--- src/rtl/stack_cpu_pkg.sv ---
// Shared types for the stack_cpu core: opcodes, ALU selects, FSM states and fault codes.
package stack_cpu_pkg;

   typedef enum logic [3:0] {
      OP_ADD = 4'd0, OP_SUB = 4'd1, OP_SHL = 4'd2, OP_SHR = 4'd3,
      OP_SRA = 4'd4, OP_AND = 4'd5, OP_LOR = 4'd6, OP_XOR = 4'd7,
      OP_PSI = 4'd8, OP_PSH = 4'd9, OP_STR = 4'd10, OP_DUP = 4'd11,
      OP_JPZ = 4'd12, OP_JPN = 4'd13, OP_RET = 4'd14, OP_NUL = 4'd15
   } opcode_e;

   typedef enum logic [2:0] {
      ALU_ADD, ALU_SUB, ALU_SHL, ALU_SHR, ALU_SRA, ALU_AND, ALU_LOR, ALU_XOR
   } alu_op_e;

   typedef enum logic [2:0] {
      S_FETCH, S_DECODE, S_OPERAND, S_MEM_RD, S_MEM_WR, S_HALT, S_FAULT
   } state_e;

   typedef enum logic [1:0] {
      FC_NONE  = 2'b00,
      FC_UNDER = 2'b01,
      FC_OVER  = 2'b10
   } fault_code_e;

   // Opcodes 0..7 are two-operand ALU operations whose low bits select alu_op_e.
   function automatic logic is_alu(opcode_e op);
      return ~op[3];
   endfunction

endpackage

--- src/rtl/stack_lifo.sv ---
// Operand stack: push, pop, and in-place replace of top (or of next when combined with pop).
module stack_lifo #(
   parameter int DATA_W      = 8,
   parameter int STACK_DEPTH = 16,
   localparam int CNT_W      = $clog2(STACK_DEPTH + 1)
) (
   input  logic              clock,
   input  logic              reset_n,
   input  logic              push,
   input  logic              pop,
   input  logic              replace,
   input  logic [DATA_W-1:0] wdata,
   output logic [DATA_W-1:0] top,
   output logic [DATA_W-1:0] next,
   output logic [CNT_W-1:0]  sp,
   output logic              full,
   output logic              empty
);

   localparam int IDX_W = (STACK_DEPTH > 1) ? $clog2(STACK_DEPTH) : 1;

   logic [DATA_W-1:0] mem [STACK_DEPTH];
   logic [IDX_W-1:0]  push_idx, top_idx, next_idx;

   assign push_idx = IDX_W'(sp);
   assign top_idx  = IDX_W'(sp - CNT_W'(1));
   assign next_idx = IDX_W'(sp - CNT_W'(2));

   assign top   = mem[top_idx];
   assign next  = mem[next_idx];
   assign full  = (sp == CNT_W'(STACK_DEPTH));
   assign empty = (sp == '0);

   // pop+replace collapses two operands into one result written over next.
   always_ff @(posedge clock) begin
      if (push)
         mem[push_idx] <= wdata;
      else if (pop && replace)
         mem[next_idx] <= wdata;
      else if (replace)
         mem[top_idx] <= wdata;
   end

   always_ff @(posedge clock or negedge reset_n) begin
      if (!reset_n)
         sp <= '0;
      else if (push && !pop)
         sp <= sp + CNT_W'(1);
      else if (pop && !push)
         sp <= sp - CNT_W'(1);
   end

endmodule

--- src/rtl/stack_cpu.sv ---
// Stack-machine core: fetches 4-bit opcodes from a wait-stated memory and executes them on a LIFO.
//
//   state     | meaning
//   FETCH     | read opcode at pc
//   DECODE    | stack check, execute ALU/DUP/NUL/RET, resolve branch condition
//   OPERAND   | read operand word at pc+1
//   MEM_RD    | read data at operand address and push it
//   MEM_WR    | write top to operand address and pop it
//   HALT      | stopped by RET until reset
//   FAULT     | stopped by stack overflow/underflow until reset
module stack_cpu
   import stack_cpu_pkg::*;
#(
   parameter int DATA_W      = 8,
   parameter int ADDR_W      = 8,
   parameter int STACK_DEPTH = 16
) (
   input  logic              clock,
   input  logic              reset_n,
   output logic [ADDR_W-1:0] mem_addr,
   output logic              mem_re,
   output logic              mem_we,
   output logic [DATA_W-1:0] mem_wdata,
   input  logic [DATA_W-1:0] mem_rdata,
   input  logic              mem_ready,
   output logic [DATA_W-1:0] result,
   output logic              halted,
   output logic              fault,
   output logic [1:0]        fault_code
);

   localparam int CNT_W = $clog2(STACK_DEPTH + 1);
   localparam logic [DATA_W:0] SH_LIM = (DATA_W + 1)'(DATA_W);

   state_e            state;
   opcode_e           ir;
   logic [ADDR_W-1:0] pc, opr;

   logic              stk_push, stk_pop, stk_repl;
   logic [DATA_W-1:0] stk_wdata, top, next;
   logic [CNT_W-1:0]  sp;
   logic              full, empty;
   logic              under_err, over_err;

   function automatic logic [DATA_W-1:0] alu(alu_op_e op, logic [DATA_W-1:0] a,
                                             logic [DATA_W-1:0] b);
      logic big;
      big = ({1'b0, b} >= SH_LIM);
      case (op)
         ALU_ADD: return a + b;
         ALU_SUB: return a - b;
         ALU_SHL: return big ? '0 : a << b;
         ALU_SHR: return big ? '0 : a >> b;
         ALU_SRA: return big ? {DATA_W{a[DATA_W-1]}} : DATA_W'($signed(a) >>> b);
         ALU_AND: return a & b;
         ALU_LOR: return a | b;
         default: return a ^ b;
      endcase
   endfunction

   stack_lifo #(.DATA_W(DATA_W), .STACK_DEPTH(STACK_DEPTH)) u_lifo (
      .clock   (clock),
      .reset_n (reset_n),
      .push    (stk_push),
      .pop     (stk_pop),
      .replace (stk_repl),
      .wdata   (stk_wdata),
      .top     (top),
      .next    (next),
      .sp      (sp),
      .full    (full),
      .empty   (empty)
   );

   // Stack side effects and fault detection; a detected fault suppresses the stack update.
   always_comb begin
      stk_push  = 1'b0;
      stk_pop   = 1'b0;
      stk_repl  = 1'b0;
      stk_wdata = '0;
      under_err = 1'b0;
      over_err  = 1'b0;
      case (state)
         S_DECODE: begin
            if (is_alu(ir)) begin
               if (sp < CNT_W'(2)) begin
                  under_err = 1'b1;
               end else begin
                  stk_pop   = 1'b1;
                  stk_repl  = 1'b1;
                  stk_wdata = alu(alu_op_e'(ir[2:0]), next, top);
               end
            end else begin
               case (ir)
                  OP_DUP: begin
                     if (empty)     under_err = 1'b1;
                     else if (full) over_err  = 1'b1;
                     else begin
                        stk_push  = 1'b1;
                        stk_wdata = top;
                     end
                  end
                  OP_STR, OP_JPZ, OP_JPN, OP_RET: under_err = empty;
                  default: ;
               endcase
            end
         end
         S_OPERAND, S_MEM_RD: begin
            if (mem_ready && (state == S_MEM_RD || ir == OP_PSI)) begin
               if (full) over_err = 1'b1;
               else begin
                  stk_push  = 1'b1;
                  stk_wdata = mem_rdata;
               end
            end
         end
         S_MEM_WR: stk_pop = mem_ready;
         default: ;
      endcase
   end

   // Requests are gated by reset so they vanish the instant reset_n falls.
   always_comb begin
      mem_re    = 1'b0;
      mem_we    = 1'b0;
      mem_addr  = '0;
      mem_wdata = '0;
      if (reset_n) begin
         case (state)
            S_FETCH: begin
               mem_re   = 1'b1;
               mem_addr = pc;
            end
            S_OPERAND: begin
               mem_re   = 1'b1;
               mem_addr = pc + ADDR_W'(1);
            end
            S_MEM_RD: begin
               mem_re   = 1'b1;
               mem_addr = opr;
            end
            S_MEM_WR: begin
               mem_we    = 1'b1;
               mem_addr  = opr;
               mem_wdata = top;
            end
            default: ;
         endcase
      end
   end

   always_ff @(posedge clock or negedge reset_n) begin
      if (!reset_n) begin
         state      <= S_FETCH;
         ir         <= OP_ADD;
         pc         <= '0;
         opr        <= '0;
         result     <= '0;
         halted     <= 1'b0;
         fault      <= 1'b0;
         fault_code <= FC_NONE;
      end else if (under_err || over_err) begin
         fault      <= 1'b1;
         fault_code <= under_err ? FC_UNDER : FC_OVER;
         state      <= S_FAULT;
      end else begin
         case (state)
            S_FETCH: begin
               if (mem_ready) begin
                  ir    <= opcode_e'(mem_rdata[3:0]);
                  state <= S_DECODE;
               end
            end
            S_DECODE: begin
               case (ir)
                  OP_RET: begin
                     result <= top;
                     halted <= 1'b1;
                     state  <= S_HALT;
                  end
                  OP_PSI, OP_PSH, OP_STR: state <= S_OPERAND;
                  OP_JPZ, OP_JPN: begin
                     if ((ir == OP_JPZ) ? (top == '0) : top[DATA_W-1]) begin
                        state <= S_OPERAND;
                     end else begin
                        pc    <= pc + ADDR_W'(2);
                        state <= S_FETCH;
                     end
                  end
                  default: begin
                     pc    <= pc + ADDR_W'(1);
                     state <= S_FETCH;
                  end
               endcase
            end
            S_OPERAND: begin
               if (mem_ready) begin
                  opr <= mem_rdata[ADDR_W-1:0];
                  case (ir)
                     OP_PSI: begin
                        pc    <= pc + ADDR_W'(2);
                        state <= S_FETCH;
                     end
                     OP_PSH:  state <= S_MEM_RD;
                     OP_STR:  state <= S_MEM_WR;
                     default: begin
                        pc    <= mem_rdata[ADDR_W-1:0];
                        state <= S_FETCH;
                     end
                  endcase
               end
            end
            S_MEM_RD, S_MEM_WR: begin
               if (mem_ready) begin
                  pc    <= pc + ADDR_W'(2);
                  state <= S_FETCH;
               end
            end
            default: ;
         endcase
      end
   end

endmodule

--- config.mk ---
export PLATFORM = sky130hd
export DESIGN_NAME = stack_cpu
export DESIGN_NICKNAME = d
export VERILOG_FILES = /design/src/rtl/stack_cpu_pkg.sv /design/src/rtl/stack_lifo.sv /design/src/rtl/stack_cpu.sv
export SDC_FILE = /design/constraint.sdc
export NUM_CORES = 1
export LEC_CHECK = 0
export ABC_AREA = 1
export CORE_MARGIN = 4
export CORE_UTILIZATION = 40
export CTS_BUF_LIST = sky130_fd_sc_hd__clkbuf_4 sky130_fd_sc_hd__clkbuf_8
export DETAILED_ROUTE_END_ITERATION = 12
export PLACE_DENSITY = 0.59
export REMOVE_ABC_BUFFERS = 1
export SLEW_MARGIN = 5
export SYNTH_ARGS = -nofsm -noshare
export SYNTH_HDL_FRONTEND = slang
export SYNTH_SLANG_ARGS = --single-unit
export TNS_END_PERCENT = 5
--- constraint.sdc ---
create_clock -name clock -period 12.9 [get_ports clock]
set_clock_uncertainty 0.1 [all_clocks]
set_input_delay 2.58 -clock clock [delete_from_list [all_inputs] [get_ports clock]]
set_output_delay 2.58 -clock clock [all_outputs]
set_load 0.01 [all_outputs]
Word-level counts from Yosys, hierarchy flattened --
Memory sizes are Yosys's and may differ from the RTL's. Cells that the tools add are included. Widths: inputs -> output; s select.
Storage, ports and cells: bits in registers 40, RAM bits 128, bits of input ports 11, output and inout bits 30, memories 1
Memory list:
- u_lifo.mem | words 16, bits a word 8, rd ports 2, clocked after Yosys merged registers in 0, write ports 1, RTL line stack_lifo.sv:22 | logic [DATA_W-1:0] mem [STACK_DEPTH];
Operators by class: add/subtract/negate cells 7, magnitude comparators 2, eq/ne operators 26, shift-type cells 3, mux-type cells 74, bitwise gates (word level) 4, reduce and logical (&&, ||, !) cells 30
Operators by type and width (count):
- $mux 8 | 18
- $pmux 8 s7 | 1
- $pmux 8 s2 | 3
- $pmux 8 s3 | 2
- $mux 1 | 33
- $eq 4x4->1 const B | 7
- $reduce_or 8->1 | 2
- $eq 3x2->1 const B | 4
- $eq 3x3->1 const B | 4
- $mux 3 | 4
- $pmux 3 s4 | 1
- $mux 5 | 2
- $ne 3x3->1 const B | 3
- $pmux 3 s3 | 1
- $reduce_and 3->1 | 3
- $add 8x1->8 const B | 1
- $add 8x2->8 const B | 1
- $add 8x8->8 | 1
- $and 8x8->8 | 1
- $ge 8x4->1 const B | 1
- $logic_not 8->1 | 1
- $mux 4 | 2
- $or 8x8->8 | 1
- $pmux 1 s2 | 4
- other kinds (30) | 45

Longest topological paths before layout --
depth after elaboration 11, mapped depth 34, gate-level depth less buffers 26

Hierarchy --
From an unflattened synthesis, not the netlist that was laid out.
Second synthesis, totals: cells, all modules 1505, area, all modules 11312.1 um^2
By module, submodules not included:
- stack_lifo | instances 1, cells an instance 799, area an instance 7089.3 um^2
- stack_cpu | instances 1, cells an instance 706, area an instance 4222.8 um^2

Worst setup path before layout --
No wires, ideal clock.
path type input-to-output, start input port reset_n, end output port mem_wdata[0], arrival time 3.335 ns, setup slack 6.885 ns, cell stages on the path 4, path buffers 0, cell sequence clkinv_1 > nor2_1 > inv_1 > nor2_1
Between the ends: longest elaborated chain between the ends 1
Ends and longest elaborated chain:
- from (decl) | RTL line stack_cpu.sv:19 | input logic reset_n,
- $mux 8 | RTL line stack_cpu.sv:128 | if (reset_n) begin
- to (decl) | RTL line stack_cpu.sv:23 | output logic [DATA_W-1:0] mem_wdata,
Every way passes these cells.

Worst setup path after layout --
start input port reset_n, end output port mem_wdata[7]
The elaborated chain is that of the path after synthesis.

==> impl_metrics.csv <==
group,metric,value,unit
critical_path,crit_arrival,4.73,ns
sta,fin_crit_sh,57.4,%
hold_path,worstHoldStart,"fault$_DFFE_PN0P_",
critical_path,reg2reg_slack,6.60,ns
critical_path,path_max_fanout,42,
sta,tns,0,ns
run,cap_violations,0,
floorplan,dieArea,30300,um^2
yosys,async_reset_ff_share,23.8,%
place,dp_hpwl,22800,um
sta,fmax,135,MHz
yosys,synth_top_flop_cell,"edfxtp_1",
cts,cts_max_level,4,
yosys,synth_cells,1406,
yosys,synth_seq_area_share,43.9,%
sta,worst_pin_slew,0.971,ns
sta,relSlewSlack,35.0,%
yosys,synthDistinctLibCells,53,
detailed_routing,via_count,9693,
detailed_routing,first_pass_iters,8,
cts,tritoncts,"done",
sta,finalSetupViolations,0,
layout,finish.net_count,1457,
cts,post_cts_resized,0,
critical_path,end_kind,"output port",
yosys,synth_edf_count,128,
cts,clk_latency,0.49,ns
sta,period_minus_slack,7.41,ns
global_routing,grt_antenna_before_repair,0,
detailed_routing,via_per_inst,5.49,
yosys,ys_ff_latch,168,
yosys,yosys_warnings,0,
critical_path,rr_startpoint,"u_lifo.sp[0]$_DFFE_PN0P_",
cts,cts_buffer_depth,2,
layout,drive_gt1_share,6.10,%
sta,maxSlewViolCount,0,
floorplan,die_y,174,um
run_status,status,"finished clean",
yosys,syn_area,11000,um^2
cts,cts_hold_buf,0,
floorplan,rows,60,
place,io_buffers,40,
critical_path,startpoint,"reset_n",
yosys,synth.top_cells.by_area,"edfxtp_1 (35%), nand2_1 (10%), dfrtp_1 (9.1%)",
cts,cts_buffers,17,
global_routing,overflow,0,
floorplan,io_pins,41,
hold_path,holdCritPathClass,"reg2reg",
layout,area_delta_synth_final,8.83,%
detailed_routing,drc,0,
cts,clk_pin_slew,0.12,ns
sta,rsz0062_at_grt,"false",
global_routing,grt_usage,21.7,%
layout,antenna_cells,0,
global_routing,grt_pass1_wl,51800,um
detailed_routing,drt_iter0_drc,935,
cts,clock_tree.root_cell,"clkbuf_8",
global_routing,grt_pass1_vias,9104,
critical_path,crit_required,10.22,ns
place,gp_congestion,0.958,
global_routing,grt_max_degree,95,
critical_path,crit_type,"in2out",
floorplan,initial_utilization,40.9,%
detailed_routing,avgRoutedWirePerCell,18.6,um
sta,hold_viol,0,
yosys,synth_top_area_cell,"edfxtp_1",
layout,mostFrequentLayoutCells,"nand2_1 (298), nand3_1 (177), inv_1 (156)",
layout,layout_commonest_cell,"nand2_1",
cts,cts_setup_buffers,0,
detailed_routing,ant_nets,0,
yosys,yosys.area.top_type_share,34.8,%
floorplan,design.core.area,27000,um^2
floorplan,die_w,174,um
cts,clock-sinks,168,
yosys,avgSynthCellArea,7.85,um^2
critical_path,start_kind,"input port",
detailed_routing,wl,32900,um
-- flip-flops by register name, summed over array words and instances (netlist names) --
register / flops
pc: 8
fault_code: 2
fault: 1
halted: 1
u_lifo.sp: 5
opr: 8
ir: 4
u_lifo.mem: 128
result: 8
state: 3
-- layout make-up --
type                       count  area (um^2)
multi-input combinational   1009         5200
sequential                   168         4850
inverter                     168          633
clock inverter                15          206
fill                        2744        15000
timing repair buffer          49          463
tap                          341          427
clock buffer                  17          234
-- cell usage after synthesis (all sizes together) (2+ instances only) --
cell type,instances
nand2,310
nand3,179
inv,167
nor2,154
edfxtp,128
o21ai,126
a21oi,103
buf,48
dfrtp,40
ha,32
o211ai,28
xor2,14
clkbuf,13
nor3,8
o221ai,6
o22ai,6
xnor2,6
nand4,5
a22oi,4
nand3b,4
a221oi,3
nor4,3
o31ai,3
or2,3
a211oi,2
a31oi,2
-- logic make-up (layout without fill, tap and decap cells) --
logic type / Yosys count / after routing / share of synthesized area (%)
xor+xnor: 20 / 20 / 1.96
simple gates: 667 / 667 / 26.7
flops: 168 / 168 / 43.9
compound gates: 289 / 289 / 14.7
fa+ha+maj: 33 / 33 / 3.81
buf+inv: 229 / 249 / 8.99
-- path summary, 6_finish.rpt --
kind / endpoint / cells after the start
setup / recovery: mem_wdata[7] / 7
hold / removal: fault$_DFFE_PN0P_ / 1
setup reg to reg: u_lifo.mem[15][6]$_DFFE_PP_ / 26
hold reg to reg: fault$_DFFE_PN0P_ / 1
max in group asynchronous: u_lifo.sp[0]$_DFFE_PN0P_ / 2
min in group asynchronous: pc[7]$_DFFE_PN0P_ / 2
-- stage by stage --
step | hold slack (ns) | util (%) | setup WS, ns | cells | instance area [um^2]
after detailed placement | 0.360 | 42.8 | 5.42 | 1735 | 11600
after floorplan | 0.353 | - | 3.56 | 1345 | 10700
after CTS | 0.387 | 44.5 | 5.43 | 1767 | 12000
after global routing | 0.398 | 44.5 | 5.25 | 1767 | 12000
final | 0.379 | 44.5 | 5.49 | 1767 | 12000
after global placement | 0.355 | 42.8 | 5.45 | 1735 | 11600
-- critical path: stages --
cell and delay [ns]:
buf_2 0.07, buf_4 0.44, clkinv_1 0.39, nor2_1 0.33, inv_1 0.20, nor2_1 0.14
clkdlybuf4s50_1 0.54
-- routing by layer --
metal | GRT usage [%] | vias up | wire, um
met2 | 35.0 | 325 | 15300
met3 | 3.83 | 41 | 2160
met4 | 6.04 | 0 | 701
met5 | 0 | - | 0
li1 | - | 4756 | -
met1 | 30.1 | 4571 | 14800
Power is not shown: default switching activity piles up to over one toggle a cycle in this logic, so the estimate is an artifact.
